File: config.mk
export PLATFORM = sky130hd
export DESIGN_NAME = vga_timing_ctrl
export DESIGN_NICKNAME = d
export VERILOG_FILES = /design/src/rtl/vga_timing_ctrl.sv
export SDC_FILE = /design/constraint.sdc
export NUM_CORES = 1
export LEC_CHECK = 0
export CORE_MARGIN = 2
export CORE_UTILIZATION = 35
export CTS_CLUSTER_DIAMETER = 60
export DETAILED_ROUTE_END_ITERATION = 8
export GPL_ROUTABILITY_DRIVEN = 1
export PLACE_DENSITY_LB_ADDON = 0.05
export SYNTH_ARGS = -nofsm -noshare
export SYNTH_HDL_FRONTEND = slang
export SYNTH_SLANG_ARGS = --single-unit
File: constraint.sdc
create_clock -name clk -period 4.7 [get_ports clk]
set_input_delay 0.705 -clock clk [delete_from_list [all_inputs] [get_ports clk]]
set_output_delay 0.705 -clock clk [all_outputs]
set_load 0.01 [all_outputs]
File: src/rtl/vga_timing_ctrl.sv
// VGA raster timing generator and pixel sink; counters advance on a divided pixel enable.
// One pixel slot of latency from rgb to vga_rgb/hsync/vsync; no backpressure, rgb is sampled on pix_en only.
module vga_timing_ctrl #(
   parameter int CLK_DIV  = 4,
   parameter int H_ACTIVE = 640,
   parameter int H_FP     = 16,
   parameter int H_SYNC   = 96,
   parameter int H_BP     = 48,
   parameter int V_ACTIVE = 480,
   parameter int V_FP     = 10,
   parameter int V_SYNC   = 2,
   parameter int V_BP     = 33,
   parameter bit SYNC_POL = 1'b0
) (
   input  logic        clk,
   input  logic        rst_n,
   input  logic [11:0] rgb,
   output logic [9:0]  pix_x,
   output logic [8:0]  pix_y,
   output logic        pix_valid,
   output logic        hsync,
   output logic        vsync,
   output logic [11:0] vga_rgb,
   output logic        frame_tick
);

   localparam int H_TOTAL = H_ACTIVE + H_FP + H_SYNC + H_BP;
   localparam int V_TOTAL = V_ACTIVE + V_FP + V_SYNC + V_BP;
   localparam int DIV_W   = (CLK_DIV > 1) ? $clog2(CLK_DIV) : 1;

   localparam logic [DIV_W-1:0] DIV_LAST = DIV_W'(CLK_DIV - 1);
   localparam logic [9:0] H_LAST   = 10'(H_TOTAL - 1);
   localparam logic [9:0] V_LAST   = 10'(V_TOTAL - 1);
   localparam logic [9:0] H_ACT    = 10'(H_ACTIVE);
   localparam logic [9:0] V_ACT    = 10'(V_ACTIVE);
   localparam logic [9:0] V_ACT_M1 = 10'(V_ACTIVE - 1);
   localparam logic [9:0] HS_FIRST = 10'(H_ACTIVE + H_FP);
   localparam logic [9:0] HS_LAST  = 10'(H_ACTIVE + H_FP + H_SYNC - 1);
   localparam logic [9:0] VS_FIRST = 10'(V_ACTIVE + V_FP);
   localparam logic [9:0] VS_LAST  = 10'(V_ACTIVE + V_FP + V_SYNC - 1);

   logic [DIV_W-1:0] r_div;
   logic [9:0]       r_h_cnt;
   logic [9:0]       r_v_cnt;
   logic [11:0]      r_vga_rgb;
   logic             r_hsync;
   logic             r_vsync;
   logic             r_frame_tick;

   logic w_pix_en;
   logic w_active;
   logic w_h_wrap;
   logic w_v_wrap;
   logic w_hs_win;
   logic w_vs_win;
   logic w_frame_end;

   // With CLK_DIV == 1 the divider is a constant 0 and DIV_LAST is 0, so pix_en is stuck high.
   assign w_pix_en    = (r_div == DIV_LAST);
   assign w_active    = (r_h_cnt < H_ACT) && (r_v_cnt < V_ACT);
   assign w_h_wrap    = (r_h_cnt == H_LAST);
   assign w_v_wrap    = (r_v_cnt == V_LAST);
   assign w_hs_win    = (r_h_cnt >= HS_FIRST) && (r_h_cnt <= HS_LAST);
   assign w_vs_win    = (r_v_cnt >= VS_FIRST) && (r_v_cnt <= VS_LAST);
   assign w_frame_end = w_h_wrap && (r_v_cnt == V_ACT_M1);

   always_ff @(posedge clk) begin
      if (!rst_n) begin
         r_div <= '0;
      end else if (w_pix_en) begin
         r_div <= '0;
      end else begin
         r_div <= r_div + 1'b1;
      end
   end

   always_ff @(posedge clk) begin
      if (!rst_n) begin
         r_h_cnt <= '0;
         r_v_cnt <= '0;
      end else if (w_pix_en) begin
         if (w_h_wrap) begin
            r_h_cnt <= '0;
            r_v_cnt <= w_v_wrap ? 10'd0 : r_v_cnt + 10'd1;
         end else begin
            r_h_cnt <= r_h_cnt + 10'd1;
         end
      end
   end

   // Colour and syncs move together so the DAC sees them aligned to the same pixel slot.
   always_ff @(posedge clk) begin
      if (!rst_n) begin
         r_vga_rgb    <= '0;
         r_hsync      <= ~SYNC_POL;
         r_vsync      <= ~SYNC_POL;
         r_frame_tick <= 1'b0;
      end else begin
         r_frame_tick <= 1'b0;
         if (w_pix_en) begin
            r_vga_rgb    <= w_active ? rgb : 12'h000;
            r_hsync      <= w_hs_win ? SYNC_POL : ~SYNC_POL;
            r_vsync      <= w_vs_win ? SYNC_POL : ~SYNC_POL;
            r_frame_tick <= w_frame_end;
         end
      end
   end

   assign pix_valid  = w_active;
   assign pix_x      = w_active ? r_h_cnt : 10'd0;
   assign pix_y      = w_active ? r_v_cnt[8:0] : 9'd0;
   assign hsync      = r_hsync;
   assign vsync      = r_vsync;
   assign vga_rgb    = r_vga_rgb;
   assign frame_tick = r_frame_tick;

endmodule

# == Word-level counts from Yosys, hierarchy flattened ==
# Cells that the tools add are included.
# totals
reg_bits,37
inputBits,14
output_inout_bits,35
word_cells,35
# op_classes
add_sub_neg,3
magnitude_cmp,6
n_eq_ne,4
n_mux,7
bitwise_logic,1
reduce_logical,7
# op_table
operator,count
10-bit 2-to-1 mux,3
10-bit by 1-bit adder with 10-bit output (second input constant),2
10-bit == test (second input constant),2
12-bit 2-to-1 mux,1
10-bit by 9-bit == test with 1-bit output (second input constant),1
10-bit >= comparator (second input constant),1
10-bit by 9-bit >= comparator with 1-bit output (second input constant),1
10-bit <= comparator (second input constant),1
10-bit by 9-bit <= comparator with 1-bit output (second input constant),1
10-bit < comparator (second input constant),1
10-bit by 9-bit < comparator with 1-bit output (second input constant),1
9-bit 2-to-1 mux,1
1-bit logical AND,4
2-bit AND reduction,2
2-bit by 1-bit adder with 2-bit output (second input constant),1
2-bit == test (second input constant),1
1-bit 2-to-1 mux,2
2-bit OR reduction,1
1-bit inverter,1

# == Depth between registers and ports, before layout ==
# Gate-level depths: netlist (run 1).
# logic_depth
word_depth,3
depth_mapped,6
depth_no_buf,6

# == Least setup slack after synthesis (run 1) ==
# OpenSTA, ideal clock, no wires.
# synth_path
path_kind,reg-to-output
startpoint,reg r_h_cnt[7]
endpoint,out pix_x[4]
arrival_ns,1.321
t_required_ns,3.995
path_slack_ns,2.674
path_stages_with_launch,6
n_path_buf,1
cell_sequence,dfxtp_1 -> o21ai_0 -> nand2_1 -> nor2_1 -> clkbuf_1 -> and2_1
# synth_between
elab_chain_len,3
# synth_rtl
element,line,source
start: declaration,43,logic [9:0] r_h_cnt;
start signal: assignment,86,r_h_cnt <= r_h_cnt + 10'd1;
10-bit < comparator,60,assign w_active = (r_h_cnt < H_ACT) && (r_v_cnt < V_ACT);
1-bit logical AND,60,
named net pix_valid,20,"output logic pix_valid,"
10-bit 2-to-1 mux,110,assign pix_x = w_active ? r_h_cnt : 10'd0;
end: declaration,18,"output logic [9:0] pix_x,"
# The timed path passes the listed nets, and every way through them passes these cells.

# == Worst setup path after layout (run 1) ==
# layout_path
startpoint,reg r_h_cnt[7]
endpoint,out pix_y[2]
# layout_between
elab_chain_len,3
# layout_rtl
element,line,source
10-bit < comparator,60,
1-bit logical AND,60,
9-bit 2-to-1 mux,111,assign pix_y = w_active ? r_v_cnt[8:0] : 9'd0;
end: declaration,19,"output logic [8:0] pix_y,"
# Every way passes these cells.

==> results of run 1 <==
-- power groups by stage --
stage	logic, mW	clock network [mW]	registers, mW
after floorplan	0.0160	0	0.333
after global placement	0.0426	0	0.331
after detailed placement	0.0432	0	0.331
after CTS	0.0433	0.334	0.324
after global routing	0.0476	0.349	0.325
final	0.0428	0.327	0.324
-- registers in the layout, summed over array words and instances (netlist names) --
name and cells:
r_h_cnt 10, vsync 1, frame_tick 1, hsync 1, vga_rgb 12, r_div 2, r_v_cnt 10
-- layout by cell type (no fill, tap or decap), drive strengths merged, types with 7 or more instances in the layout --
cell,n
nor3,10
o21ai,7
clkdlybuf4s50,48
xnor2,7
inv,8
nor2,12
a21oi,8
and2,17
a22o,12
nand3,8
nand2,12
dfxtp,37
-- cell usage after synthesis --
cell type	instances	share of area, %
nor4_1	2	0.73
nand4b_1	2	1.0
nand4b_4	1	1.4
nor4bb_1	1	0.58
or4_1	2	0.87
nor4b_1	2	1.0
clkbuf_1	5	1.1
a22o_1	12	6.1
o31ai_1	3	1.3
xor2_1	1	0.51
and4bb_2	1	0.73
nor2b_1	2	0.73
xnor2_1	7	3.6
nand2_1	12	2.6
a21boi_0	2	0.87
ha_1	5	3.6
o21ai_1	1	0.29
and3_1	3	1.1
nand4_1	3	1.1
a21oi_1	8	2.3
or3_1	3	1.1
dfxtp_1	37	43
and4_1	1	0.51
o41ai_1	2	1.0
or4bb_1	1	0.65
o211ai_1	1	0.44
o22ai_1	1	0.36
nor3_1	10	2.9
nor2_1	12	2.6
nor3b_1	1	0.44
o21ai_0	6	1.7
a2111oi_0	1	0.51
nand2b_1	3	1.1
and2_1	17	6.2
nand3_1	8	2.3
inv_1	8	1.7
buf_2	2	0.58
or4b_1	2	1.2
-- cell families (layout without fill, tap and decap cells) --
kind of cell / count (synthesis) / in the layout
adders and majority gates: 5 / 5
buffers and inverters: 15 / 65
AOI/OAI and AO/OA: 37 / 37
DFF: 37 / 37
xor gates and xnor gates: 8 / 8
and+or+nand+nor: 89 / 89
-- stage by stage --
step                      instances  setup WS [ns]  power (mW)
after floorplan                 191           2.67       0.349
after global placement          300           1.85       0.373
after detailed placement        300           1.81       0.374
after CTS                       308           1.45       0.701
after global routing            308           1.27       0.721
final                           308           1.50       0.694
-- final cells by class --
| type | instances | share of cell area (%) |
|---|---|---|
| clock buffers | 5 | 2.87 |
| flip-flops and latches | 37 | 30.9 |
| repair buffers | 49 | 20.4 |
| clock inverters | 3 | 2.71 |
| well taps | 67 | 3.50 |
| multi-input cells | 139 | 38.4 |
| inverters | 8 | 1.25 |
-- layer usage --
layer	global-route usage (%)	share of wire, %	vias to the layer above
met5	0	0	-
met1	22.5	45	762
met4	6.67	1.1	0
met3	4.88	5.0	5
met2	27.5	48	34
li1	-	-	783
-- how the worst min path moves through the flow --
stage	startpoint	end	slack [ns]	depth (start not counted)
finish	r_div[0]	r_div[0]	0.43	1
global placement	r_div[0]	r_div[0]	0.41	1
detailed placement	r_div[0]	r_div[0]	0.42	1
CTS	r_div[0]	r_div[0]	0.43	1
global route	r_div[0]	r_div[0]	0.48	1
floorplan	r_div[0]	r_div[0]	0.40	1
==> impl_metrics.tcl, run 1 <==
set metrics [dict create \
    status "finished clean" \
    clk_path_buf_depth 2 \
    placed_area_um2 2260 \
    track_usage_pct 17.4 \
    vias 1584 \
    die_x_um 74.1 \
    drc_errors 0 \
    seq_area_frac_synth_pct 43.1 \
    holdWs_ns 0.425 \
    p_int_mw 0.556 \
    finalSetupTns_ns 0 \
    io_pins 49 \
    routedWlPerCell_um 14.6 \
    post_cts_buffers 0 \
    combPwrFrac_pct 6.2 \
    synthMuxAreaShare_pct 0 \
    cts_resized 0 \
    powerDensity_nw_per_um2 289 \
    synth.avg_cell_area_um2 9.01 \
    syn-cell-area_um2 1720 \
    hold_viol_final 0 \
    cp-startpoint "r_h_cnt[7]" \
    clock-root-buffer "clkbuf_8" \
    ys_types 38 \
    synth_xor_area_share_pct 4.07 \
    regToRegSetupSlack_ns 2.58 \
    die_area_um2 5490 \
    endpoint "pix_y[2]" \
    ff_latch_area_um2 741 \
    holdBufCountCts 0 \
    p_leak_nw 0.849 \
    multi_input_area_um2 921 \
    critPathRequiredTime_ns 3.99 \
    grt_setup_unrepaired "no" \
    die_h_um 74.1 \
    routabilityCongestion 0.812 \
    reg2reg_depth 5 \
    cp_slowest_cell "nor2_1" \
    setup_violations 0 \
    fin_util_pct 50.8 \
    rows 25 \
    htree_levels 2 \
    slew_headroom_pct 37.8 \
    routed_wl_um 4480 \
    avgViaCountPerCell 5.14 \
    end_kind "primary output" \
    syn_nets 210 \
    antenna_found_initial 0 \
    crit_path_cell_trace "o21ai_0 > nand2_1 > nor2_1 > and2_1 > clkdlybuf4s50_1" \
    syn_inst 191 \
    pwr-share-seq_pct 46.7 \
    layout-drive-gt1-share_pct 4.56 \
    numCtsBuffers 5 \
    crit_buf_inv 1 \
    reg2reg_from "r_div[0]" \
    power.share.switching_pct 19.9 \
    ys_seq_elements 37 \
    num_antenna_cells 0 \
    initial_core_util_pct 36.4 \
    switchingPower_mw 0.138 \
    grt_max_degree 19 \
    dp_hpwl_um 3210 \
    period_needed_ns 3.20 \
    pwr-share-clk_pct 47.1 \
    final_nets 259 \
    drtIter0Drc 54 \
    postRouteAntennaNets 0 \
    cts.clk_slew.worst_paths_ns 0.07 \
    cts_tree "yes" \
    tightest_slew_ns 0.931 \
    grt_first_pass_wirelength_um 7200 \
    fill_cells 447 \
    synth_top_family_by_area "simple AND/OR/NAND/NOR gates" \
    fin_crit_sh_pct 68.1 \
    worstSetupPathType "register to primary output" \
    port_buffers 48 \
    grt-ovfl-total 0 \
    slew_violations 0 \
    finalClockSkew_ns 0.00571 \
    cap_violations 0 \
    cts_sinks 37 \
    worstPathArrival_ns 2.49 \
    hold_path_class "register to register" \
    reg2reg_to "r_v_cnt[5]" \
    crit_cells 5 \
    dr.pass1.iters 5 \
    max_stage_delay_ns 0.61 \
    clkLatencyLatePin_ns 0.29 \
    critPathTopFamily "simple AND/OR/NAND/NOR gates" \
    critPathMaxFanout 14 \
    coreArea_um2 4720 \
    syn_to_final_growth_pct 39.3 \
    yosys.area_share.simple_pct 30.8 \
    fmax_ghz 0.313 \
    synthAdderAreaFrac_pct 3.64 \
    synth_compound_area_share_pct 15.0 \
    finalInstanceArea_um2 2400 \
    worstSetupStartpointType "register" \
    grt_pass1_vias 1453 \
    synth_warnings 0 \
    ir_drop_mv 0.131 \
]
Power figures use the tool's default switching activity.
==> inputs of run 2 (changes only) <==
clock period = 2.6 ns   (was 4.7 ns; I/O delays follow)
==> impl_metrics.tcl, run 2 (same netlist as run 1, synthesis figures left out) <==
set metrics [dict create \
    status "finished clean" \
    rows 25 \
    grt_first_pass_wirelength_um 7250 \
    hold_viol_final 0 \
    fin_util_pct 51.0 \
    routed_wl_um 4580 \
    powerDensity_nw_per_um2 475 \
    port_buffers 48 \
    p_leak_nw 0.857 \
    grt-ovfl-total 0 \
    layout_commonest_cell "clkdlybuf4s50_1" \
    fmax_ghz 0.408 \
    clk_path_buf_depth 2 \
    clock-root-buffer "clkbuf_8" \
    grt_max_degree 19 \
    worstPathArrival_ns 2.06 \
    grt_setup_unrepaired "no" \
    initial_core_util_pct 36.4 \
    layout-drive-gt1-share_pct 6.53 \
    vias 1610 \
    dr.pass1.iters 4 \
    dp_hpwl_um 3280 \
    routabilityCongestion 0.761 \
    io_pins 49 \
    clkLatencyLatePin_ns 0.28 \
    htree_levels 2 \
    pwr-share-seq_pct 51.2 \
    cts.clk_slew.worst_paths_ns 0.07 \
    hold_path_class "register to register" \
    coreArea_um2 4720 \
    die_area_um2 5490 \
    slew_headroom_pct 41.4 \
    die_x_um 74.1 \
    tightest_slew_ns 0.877 \
    grt_pass1_vias 1502 \
    die_h_um 74.1 \
    track_usage_pct 17.4 \
    cts_tree "yes" \
    num_antenna_cells 0 \
    syn_to_final_growth_pct 39.9 \
    fin_crit_sh_pct 94.2 \
    worstSetupPathType "register to primary output" \
    largest_reg_flops 12 \
    period_needed_ns 2.45 \
    p_int_mw 0.904 \
    combPwrFrac_pct 6.9 \
    slew_violations 0 \
    end_kind "primary output" \
    pwr-share-clk_pct 41.8 \
    worstSetupStartpointType "register" \
    fill_cells 442 \
    cap_violations 0 \
    avgViaCountPerCell 5.16 \
    final_nets 264 \
    layout_common_cells "48 x clkdlybuf4s50_1, 37 x dfxtp_1, 17 x and2_1, 12 x nor2_1, 12 x a22o_1" \
    critPathMaxFanout 14 \
    routedWlPerCell_um 14.7 \
    power.share.switching_pct 20.9 \
    finalClockSkew_ns 0.00527 \
    finalSetupTns_ns 0 \
    cts_sinks 37 \
    setup_violations 0 \
    critPathRequiredTime_ns 2.21 \
    postRouteAntennaNets 0 \
    numCtsBuffers 5 \
    antenna_found_initial 0 \
    drtIter0Drc 73 \
    switchingPower_mw 0.239 \
    ir_drop_mv 0.288 \
    drc_errors 0 \
]
## run 2: cell count changes in the layout (fill, tap and decap cells not counted), sizes merged
| cell | change |
|---|---|
| bufinv | -1 |
| buf | +5 |
## run 2: worst paths after layout
| check | from | to | slack [ns] | cells after the start |
|---|---|---|---|---|
| worst max-delay path | r_v_cnt[6] | pix_x[9] | 0.15 | 6 |
| worst min-delay path | r_div[0] | r_div[0] | 0.43 | 1 |
| worst max register to register | r_h_cnt[1] | r_v_cnt[5] | 0.65 | 5 |
| worst min register to register | r_div[0] | r_div[0] | 0.43 | 1 |
## run 2: critical path, stage by stage (launching register included)
cell and delay, ns:
dfxtp_1 0.44, nand4_1 0.24, nand2_2 0.21, nor2_1 0.06, buf_4 0.19, and2_1 0.18, clkdlybuf4s50_1 0.47
## run 2: metal layers
layer	GRT usage [%]	vias up	wire, µm
met1	23.1	767	2050
met4	6.46	0	51
met3	5.56	6	266
li1	-	793	-
met2	26.4	44	2220
met5	0	-	0
## run 2: cell type report
type	instances	area, µm²	area share [%]
Inverter	8	30.0	1.25
Clock buffer	5	68.8	2.86
Timing Repair Buffer	54	526	21.8
Sequential cell	37	741	30.8
Clock inverter	2	35.0	1.46
Multi-Input combinational cell	139	923	38.4
Tap cell	67	83.8	3.48
## run 2: power groups by stage
stage	Combinational (mW)	Sequential [mW]	Clock [mW]
floorplan	0.0290	0.601	0
global placement	0.0791	0.598	0
detailed placement	0.0803	0.599	0
CTS	0.0806	0.586	0.493
global route	0.0882	0.587	0.522
finish	0.0793	0.585	0.478
## run 2: timing repair
action	4_1_cts	5_1_grt
gates resized for setup	0	2
endpoints found under the setup margin	0	13
hold buffers	0	0
endpoints found under the hold margin	0	0
buffers inserted	0	2
## run 2: through the flow
step                total power, mW  setup WS [ns]  area, µm²  hold WS (ns)  cells
finish                         1.14          0.150       2410         0.426    312
global route                   1.20         0.0108       2410         0.471    312
CTS                            1.16         0.0833       2390         0.432    310
detailed placement            0.679          0.405       2290         0.421    303
global placement              0.678          0.423       2290         0.417    303
floorplan                     0.630          0.889       1720         0.398    191
==> inputs of run 3 (changes only) <==
ABC_AREA = 0   (was default)
==> results of run 3 <==
The final DEF is identical to that of run 2; final timing and power are the same.
